### config.mk
export PLATFORM = sky130hd
export DESIGN_NAME = packed_line_writer
export DESIGN_NICKNAME = d
export VERILOG_FILES = /design/src/rtl/relcache_pkg.sv /design/src/rtl/line_fifo.sv /design/src/rtl/packed_line_writer.sv
export SDC_FILE = /design/constraint.sdc
export NUM_CORES = 2
export LEC_CHECK = 0
export ABC_AREA = 1
export ABC_CLOCK_PERIOD_IN_PS = 19000
export BUFFER_PORTS_ARGS = -buffer_cell sky130_fd_sc_hd__buf_4
export CAP_MARGIN = 20
export CORE_AREA = 10 10 450 452
export CTS_CLUSTER_DIAMETER = 120
export DETAILED_ROUTE_END_ITERATION = 12
export DIE_AREA = 0 0 460 462
export PLACE_DENSITY = 0.52
export RECOVER_POWER = 50
export SYNTH_ARGS = -nofsm -noshare
export SYNTH_HDL_FRONTEND = slang
export SYNTH_SLANG_ARGS = --single-unit
### constraint.sdc
create_clock -name clock -period 19 [get_ports clock]
set_input_delay 0.95 -clock clock [delete_from_list [all_inputs] [get_ports clock]]
set_output_delay 0.95 -clock clock [all_outputs]
set_load 0.1 [all_outputs]
### src/rtl/relcache_pkg.sv
// Shared types and constants for the relational cache datapath.
// Contents:
//   DEFAULT_DATA_WIDTH / DEFAULT_ADDR_WIDTH  widths shared with the packer stage
//   LINE_BYTES                              bytes per packed line
//   writer_state_t                          packed_line_writer FSM states
package relcache_pkg;

  localparam int unsigned DEFAULT_DATA_WIDTH = 512;
  localparam int unsigned DEFAULT_ADDR_WIDTH = 32;
  localparam int unsigned LINE_BYTES         = DEFAULT_DATA_WIDTH / 8;

  typedef enum logic [1:0] {
    StIdle,
    StRun,
    StDrain,
    StDone
  } writer_state_t;

endpackage

### src/rtl/line_fifo.sv
// Two-entry line buffer between the packer handshake and the line store write port.
// Ports:
//   clock, reset   rising-edge clock, synchronous active-high reset (flushes contents)
//   push_i         write push_data_i into the tail (ignored when full)
//   push_data_i    line to store
//   pop_i          drop the head entry (ignored when empty)
//   head_o         current head entry (zero after reset)
//   count_o        number of valid entries, 0..2
module line_fifo #(
  parameter int unsigned DATA_WIDTH = 512
) (
  input  logic                  clock,
  input  logic                  reset,
  input  logic                  push_i,
  input  logic [DATA_WIDTH-1:0] push_data_i,
  input  logic                  pop_i,
  output logic [DATA_WIDTH-1:0] head_o,
  output logic [1:0]            count_o
);

  logic [DATA_WIDTH-1:0] mem_q [2];
  logic                  wr_ptr_q;
  logic                  rd_ptr_q;
  logic [1:0]            count_q;
  logic                  push_ok;
  logic                  pop_ok;

  assign push_ok = push_i & (count_q != 2'd2);
  assign pop_ok  = pop_i & (count_q != 2'd0);

  always_ff @(posedge clock) begin
    if (reset) begin
      mem_q[0] <= '0;
      mem_q[1] <= '0;
      wr_ptr_q <= 1'b0;
      rd_ptr_q <= 1'b0;
      count_q  <= 2'd0;
    end else begin
      if (push_ok) begin
        mem_q[wr_ptr_q] <= push_data_i;
        wr_ptr_q        <= ~wr_ptr_q;
      end
      if (pop_ok) begin
        rd_ptr_q <= ~rd_ptr_q;
      end
      if (push_ok && !pop_ok) begin
        count_q <= count_q + 2'd1;
      end else if (pop_ok && !push_ok) begin
        count_q <= count_q - 2'd1;
      end
    end
  end

  assign head_o  = mem_q[rd_ptr_q];
  assign count_o = count_q;

endmodule

### src/rtl/packed_line_writer.sv
// Accepts full packed lines from the packer (activate/consumed handshake), buffers them
// in a 2-entry FIFO and writes them to consecutive line indices of the cache line store.
// Ports:
//   clock, reset        rising-edge clock, synchronous active-high reset
//   start               job start, honoured only when idle
//   base_line           first destination line index (latched on start)
//   line_count          lines in the job (latched on start)
//   in_valid, in_data   packer activate and line
//   consumed            one-cycle accept pulse to the packer (combinational)
//   wr_valid, wr_ready  line store write handshake
//   wr_addr, wr_data    write destination and data
//   busy                job in progress
//   done                one-cycle completion pulse
//   lines_written       lines committed in the current or last job
module packed_line_writer
  import relcache_pkg::*;
#(
  parameter int unsigned DATA_WIDTH  = DEFAULT_DATA_WIDTH,
  parameter int unsigned ADDR_WIDTH  = DEFAULT_ADDR_WIDTH,
  parameter int unsigned COUNT_WIDTH = 32
) (
  input  logic                   clock,
  input  logic                   reset,
  input  logic                   start,
  input  logic [ADDR_WIDTH-1:0]  base_line,
  input  logic [COUNT_WIDTH-1:0] line_count,
  input  logic                   in_valid,
  input  logic [DATA_WIDTH-1:0]  in_data,
  output logic                   consumed,
  output logic                   wr_valid,
  input  logic                   wr_ready,
  output logic [ADDR_WIDTH-1:0]  wr_addr,
  output logic [DATA_WIDTH-1:0]  wr_data,
  output logic                   busy,
  output logic                   done,
  output logic [COUNT_WIDTH-1:0] lines_written
);

  localparam logic [COUNT_WIDTH-1:0] CountOne = 1;

  writer_state_t          state_q, state_d;
  logic [ADDR_WIDTH-1:0]  base_q;
  logic [COUNT_WIDTH-1:0] count_q;
  logic [COUNT_WIDTH-1:0] accepted_q;
  logic [COUNT_WIDTH-1:0] written_q;
  logic                   consumed_q;
  logic [1:0]             fifo_count;
  logic [DATA_WIDTH-1:0]  fifo_head;
  logic                   wr_fire;
  logic                   job_start;

  line_fifo #(
    .DATA_WIDTH(DATA_WIDTH)
  ) u_fifo (
    .clock      (clock),
    .reset      (reset),
    .push_i     (consumed),
    .push_data_i(in_data),
    .pop_i      (wr_fire),
    .head_o     (fifo_head),
    .count_o    (fifo_count)
  );

  assign job_start = (state_q == StIdle) & start;
  assign busy      = (state_q == StRun) | (state_q == StDrain);
  assign done      = (state_q == StDone);

  // consumed_q enforces the idle cycle the packer needs to lower activate.
  assign consumed = (state_q == StRun) & in_valid & (fifo_count < 2'd2) & ~consumed_q &
                    (accepted_q < count_q);

  assign wr_valid      = busy & (fifo_count != 2'd0);
  assign wr_fire       = wr_valid & wr_ready;
  assign wr_data       = fifo_head;
  assign wr_addr       = base_q + ADDR_WIDTH'(written_q);
  assign lines_written = written_q;

  always_comb begin
    state_d = state_q;
    unique case (state_q)
      StIdle: begin
        if (start) begin
          state_d = (line_count == '0) ? StDone : StRun;
        end
      end
      StRun: begin
        if (accepted_q == count_q) begin
          state_d = StDrain;
        end
      end
      StDrain: begin
        if (fifo_count == 2'd0) begin
          state_d = StDone;
        end
      end
      StDone:  state_d = StIdle;
      default: state_d = StIdle;
    endcase
  end

  always_ff @(posedge clock) begin
    if (reset) begin
      state_q    <= StIdle;
      base_q     <= '0;
      count_q    <= '0;
      accepted_q <= '0;
      written_q  <= '0;
      consumed_q <= 1'b0;
    end else begin
      state_q    <= state_d;
      consumed_q <= consumed;
      if (job_start) begin
        base_q     <= base_line;
        count_q    <= line_count;
        accepted_q <= '0;
        written_q  <= '0;
      end else begin
        if (consumed) begin
          accepted_q <= accepted_q + CountOne;
        end
        if (wr_fire) begin
          written_q <= written_q + CountOne;
        end
      end
    end
  end

endmodule

==> results.rst <==
.. list-table::
   :header-rows: 1

   * - Metric
     - Value
   * - Initial Util
     - 0.274
   * - Clock root buffer
     - clkbuf_16
   * - Number of top-level pins
     - roughly 1200
   * - Die H
     - 462 um
   * - Synthesized Nets
     - 5312
   * - Time the worst path needs with I/O delays and setup
     - roughly 10 ns
   * - Mean instance size in the synthesized netlist
     - 11.4 um2
   * - Fin crit share
     - 0.515
   * - Fraction of layout instances using a drive strength above 1
     - 0.299
   * - Routed len/inst
     - 24.2 um
   * - Setup slack of the most critical reg-to-reg path
     - ~9.2 ns
   * - Antenna violations before repair
     - 52
   * - Floorplan row count
     - 162
   * - Clock network latency to the later pin of the worst-skew pair
     - approximately 0.8 ns
   * - Fin Setup TNS
     - 0 ns
   * - Setup WS post-layout
     - about 9 ns
   * - Placed standard-cell area
     - 0.0638 mm2
   * - Global placer's final weighted congestion
     - 0.903
   * - Num Clock Sinks
     - 1160
   * - Vias in the first global route
     - 38334
   * - Core region area
     - 0.194 mm2
   * - Mapped cell area
     - 0.0531 mm2
   * - Internal cell power
     - 5.21 mW
   * - Reg power frac
     - 0.343
   * - Number of flip-flops and latches in the synthesized netlist
     - 1160
   * - P_leak
     - 29.1 nW
   * - Violated checks
     - capacitance limit, slew limit
   * - Number of distinct library cells after synthesis
     - 36
   * - Longest Clk Path Bufs
     - 3
   * - Final Cell Area
     - 0.0675 mm2
   * - TritonCTS Buffers
     - 138
   * - Combined global-route utilization of all metal layers
     - 0.182
   * - H-tree level count
     - 4
   * - Most frequent cells in the layout
     - 1205 x nor2_1, 1076 x buf_4, 1024 x edfxtp_1
   * - Largest net degree at the start of global routing
     - 132
   * - Post-CTS Hold Buffers
     - 0
   * - Antenna Nets Post-Route
     - 0
   * - Layout Skew
     - about 0.034 ns
   * - Switching share of total power
     - 0.428
   * - Maxcap violations
     - 26
   * - Most common cell after layout, fill and taps aside
     - nor2_1
   * - Required time at the worst-slack endpoint
     - 19.50 ns
   * - Final number of setup-violating endpoints
     - 0
   * - Critical path start-end classification
     - reg -> reg
   * - Areal power density over the cells
     - 135 mW/mm2
   * - Final layout net count
     - 6450
   * - Nature of the critical path endpoint
     - register
   * - DR vias/cell
     - approximately 4.5
   * - Maximum fanout along the worst path
     - 84
   * - Total of fill cells in the finished design
     - just under 20000
   * - Proportion of power drawn by combinational gates
     - 0.374
   * - YS warnings
     - 0
   * - Hold slack final
     - about 0.36 ns
   * - Sum of net half-perimeters after detailed placement
     - 153000 um
   * - Routed wire length
     - between 200000 and 250000 um
   * - Final max-slew violation count
     - between 1000 and 1500
   * - Result of the run
     - finished, violations left
   * - Clock share of power
     - 0.283
   * - Max-slew headroom
     - -2.07
   * - Post-CTS setup buffer count
     - 0
   * - Clock slew seen by the registers of the worst setup and hold paths
     - 0.06 ns
   * - Setup slack at placement
     - between 10 and 15 ns
   * - Sequential area share after synthesis
     - 0.630
   * - Number of endpoints with negative hold slack in the final report
     - 0
   * - Number of I/O port buffers
     - about 1200
   * - Die area
     - 0.213 mm2
   * - Measured slew at the worst slew-check pin
     - around 4.6 ns
   * - P_sw
     - 3.90 mW
   * - Startpoint type of the worst setup path
     - register
   * - Global-route wire length before repair
     - 283000 um
   * - Remaining global-route overflow
     - 0
   * - Number of detailed-routing iterations run before antenna repair
     - 7
   * - Type of the most critical hold path
     - in -> reg
   * - Layout area overhead
     - 27.1%
   * - Number of gates given a new drive strength after cts
     - 0
   * - Arrival time of data at the critical path endpoint
     - between 10 and 15 ns
   * - Die Span X
     - roughly 460 um
   * - Number of DRC markers after the initial detailed-route iteration
     - 3036
   * - Utilization after layout
     - 0.348
   * - Worst vdd ir
     - 94.8 uV
   * - Fmax
     - 102 MHz
   * - Cells after synthesis
     - 4659
   * - Number of vias after detailed routing
     - 38261
   * - Remaining design rule violation count
     - 0
   * - Unrepaired setup endpoints after global routing
     - false
   * - CTS tree
     - built
==> cells in the mapped netlist, drive strengths merged <==
master / count / share of area
nand4: 11 / 0.0013
buf: 168 / 0.028
mux2: 512 / 0.11
dfxtp: 136 / 0.051
nand2: 359 / 0.025
nor2: 1243 / 0.092
a21o: 4 / 0.00057
a21boi: 1 / 0.00014
o21ai: 101 / 0.0095
o21a: 5 / 0.00071
inv: 639 / 0.045
ha: 71 / 0.017
o21bai: 1 / 0.00014
or2: 5 / 0.00059
a22oi: 1 / 0.00014
clkinv: 2 / 0.00014
xor2: 38 / 0.0063
clkbuf: 40 / 0.0028
nor4: 9 / 0.0011
xnor2: 20 / 0.0033
nand3: 82 / 0.0079
o211ai: 2 / 0.00028
nor3: 23 / 0.0024
a21oi: 148 / 0.014
edfxtp: 1024 / 0.58
nand3b: 13 / 0.0018
fa: 1 / 0.00038
==> metal layers <==
layer,share of wire,GRT usage,vias up
li1,-,-,17679
met1,0.40,0.222,18904
met2,0.49,0.310,1373
met3,0.083,0.0577,269
met4,0.026,0.0504,36
met5,0.0011,0,-
==> stage by stage <==
stage | power, mW | instances
2_1_floorplan | 5.85 | 4659
4_1_cts | 9.26 | 8448
3_3_place_gp | 6.65 | 8197
6_report | 9.11 | 8459
3_5_place_dp | 6.65 | 8199
5_1_grt | 9.43 | 8454
==> cells by family after synthesis <==
family | Yosys count | share of synthesized area
flops | 1160 | 0.630
fa+ha+maj | 72 | 0.0171
compound gates | 263 | 0.0255
simple gates | 1745 | 0.133
xor+xnor | 58 | 0.00957
mux | 512 | 0.109
buf+inv | 849 | 0.0763
==> worst max-delay path, stage by stage (launching register included) <==
cell and delay (ns):
dfxtp_1 0.35, ha_1 0.31, nand2_1 0.08, nor2_1 0.15, nand4_1 0.13, nor3_1 0.44
a21oi_1 0.26, nand3_1 1.02, clkbuf_1 2.34, clkbuf_1 2.26, buf_4 1.10, buf_4 0.71
nor2_1 0.09
==> state kept, by name, indices dropped and copies added (netlist names), named ones only <==
name and cells:
state_q 2, u_fifo.wr_ptr_q 1, accepted_q 32, u_fifo.mem_q 1024, count_q 32, u_fifo.rd_ptr_q 1, consumed_q 1, lines_written 32
base_q 32, u_fifo.count_o 2
==> final timing paths <==
kind | from | to | depth (start not counted)
setup / recovery | accepted_q[23]$_SDFFE_PP0P_ | u_fifo.mem_q[1][119]$_SDFFCE_PN0P_ | 12
hold / removal | reset | u_fifo.rd_ptr_q$_SDFFE_PP0P_ | 2
setup reg to reg | accepted_q[23]$_SDFFE_PP0P_ | u_fifo.mem_q[1][119]$_SDFFCE_PN0P_ | 12
hold reg to reg | count_q[3]$_SDFFE_PP0P_ | count_q[3]$_SDFFE_PP0P_ | 2
==> power by group through the flow <==
stage                     registers (mW)  clock network [mW]  logic (mW)
final                               3.13                2.57        3.41
after CTS                           3.12                2.65        3.49
after global routing                3.15                2.74        3.54
after floorplan                     3.24                   0        2.61
after detailed placement            3.18                   0        3.48
after global placement              3.17                   0        3.47
==> layout make-up <==
cell class	instances	area, um2	share of cell area
sequential	1160	33500	0.496
multi-input combinational	2650	15400	0.229
timing repair buffer	1206	8620	0.128
clock buffer	179	3610	0.0534
tap	2542	3180	0.0471
inverter	641	2410	0.0356
clock inverter	70	752	0.0111
antenna	11	27.5	0.000408
No activity file was read; power rests on OpenSTA's default activity.
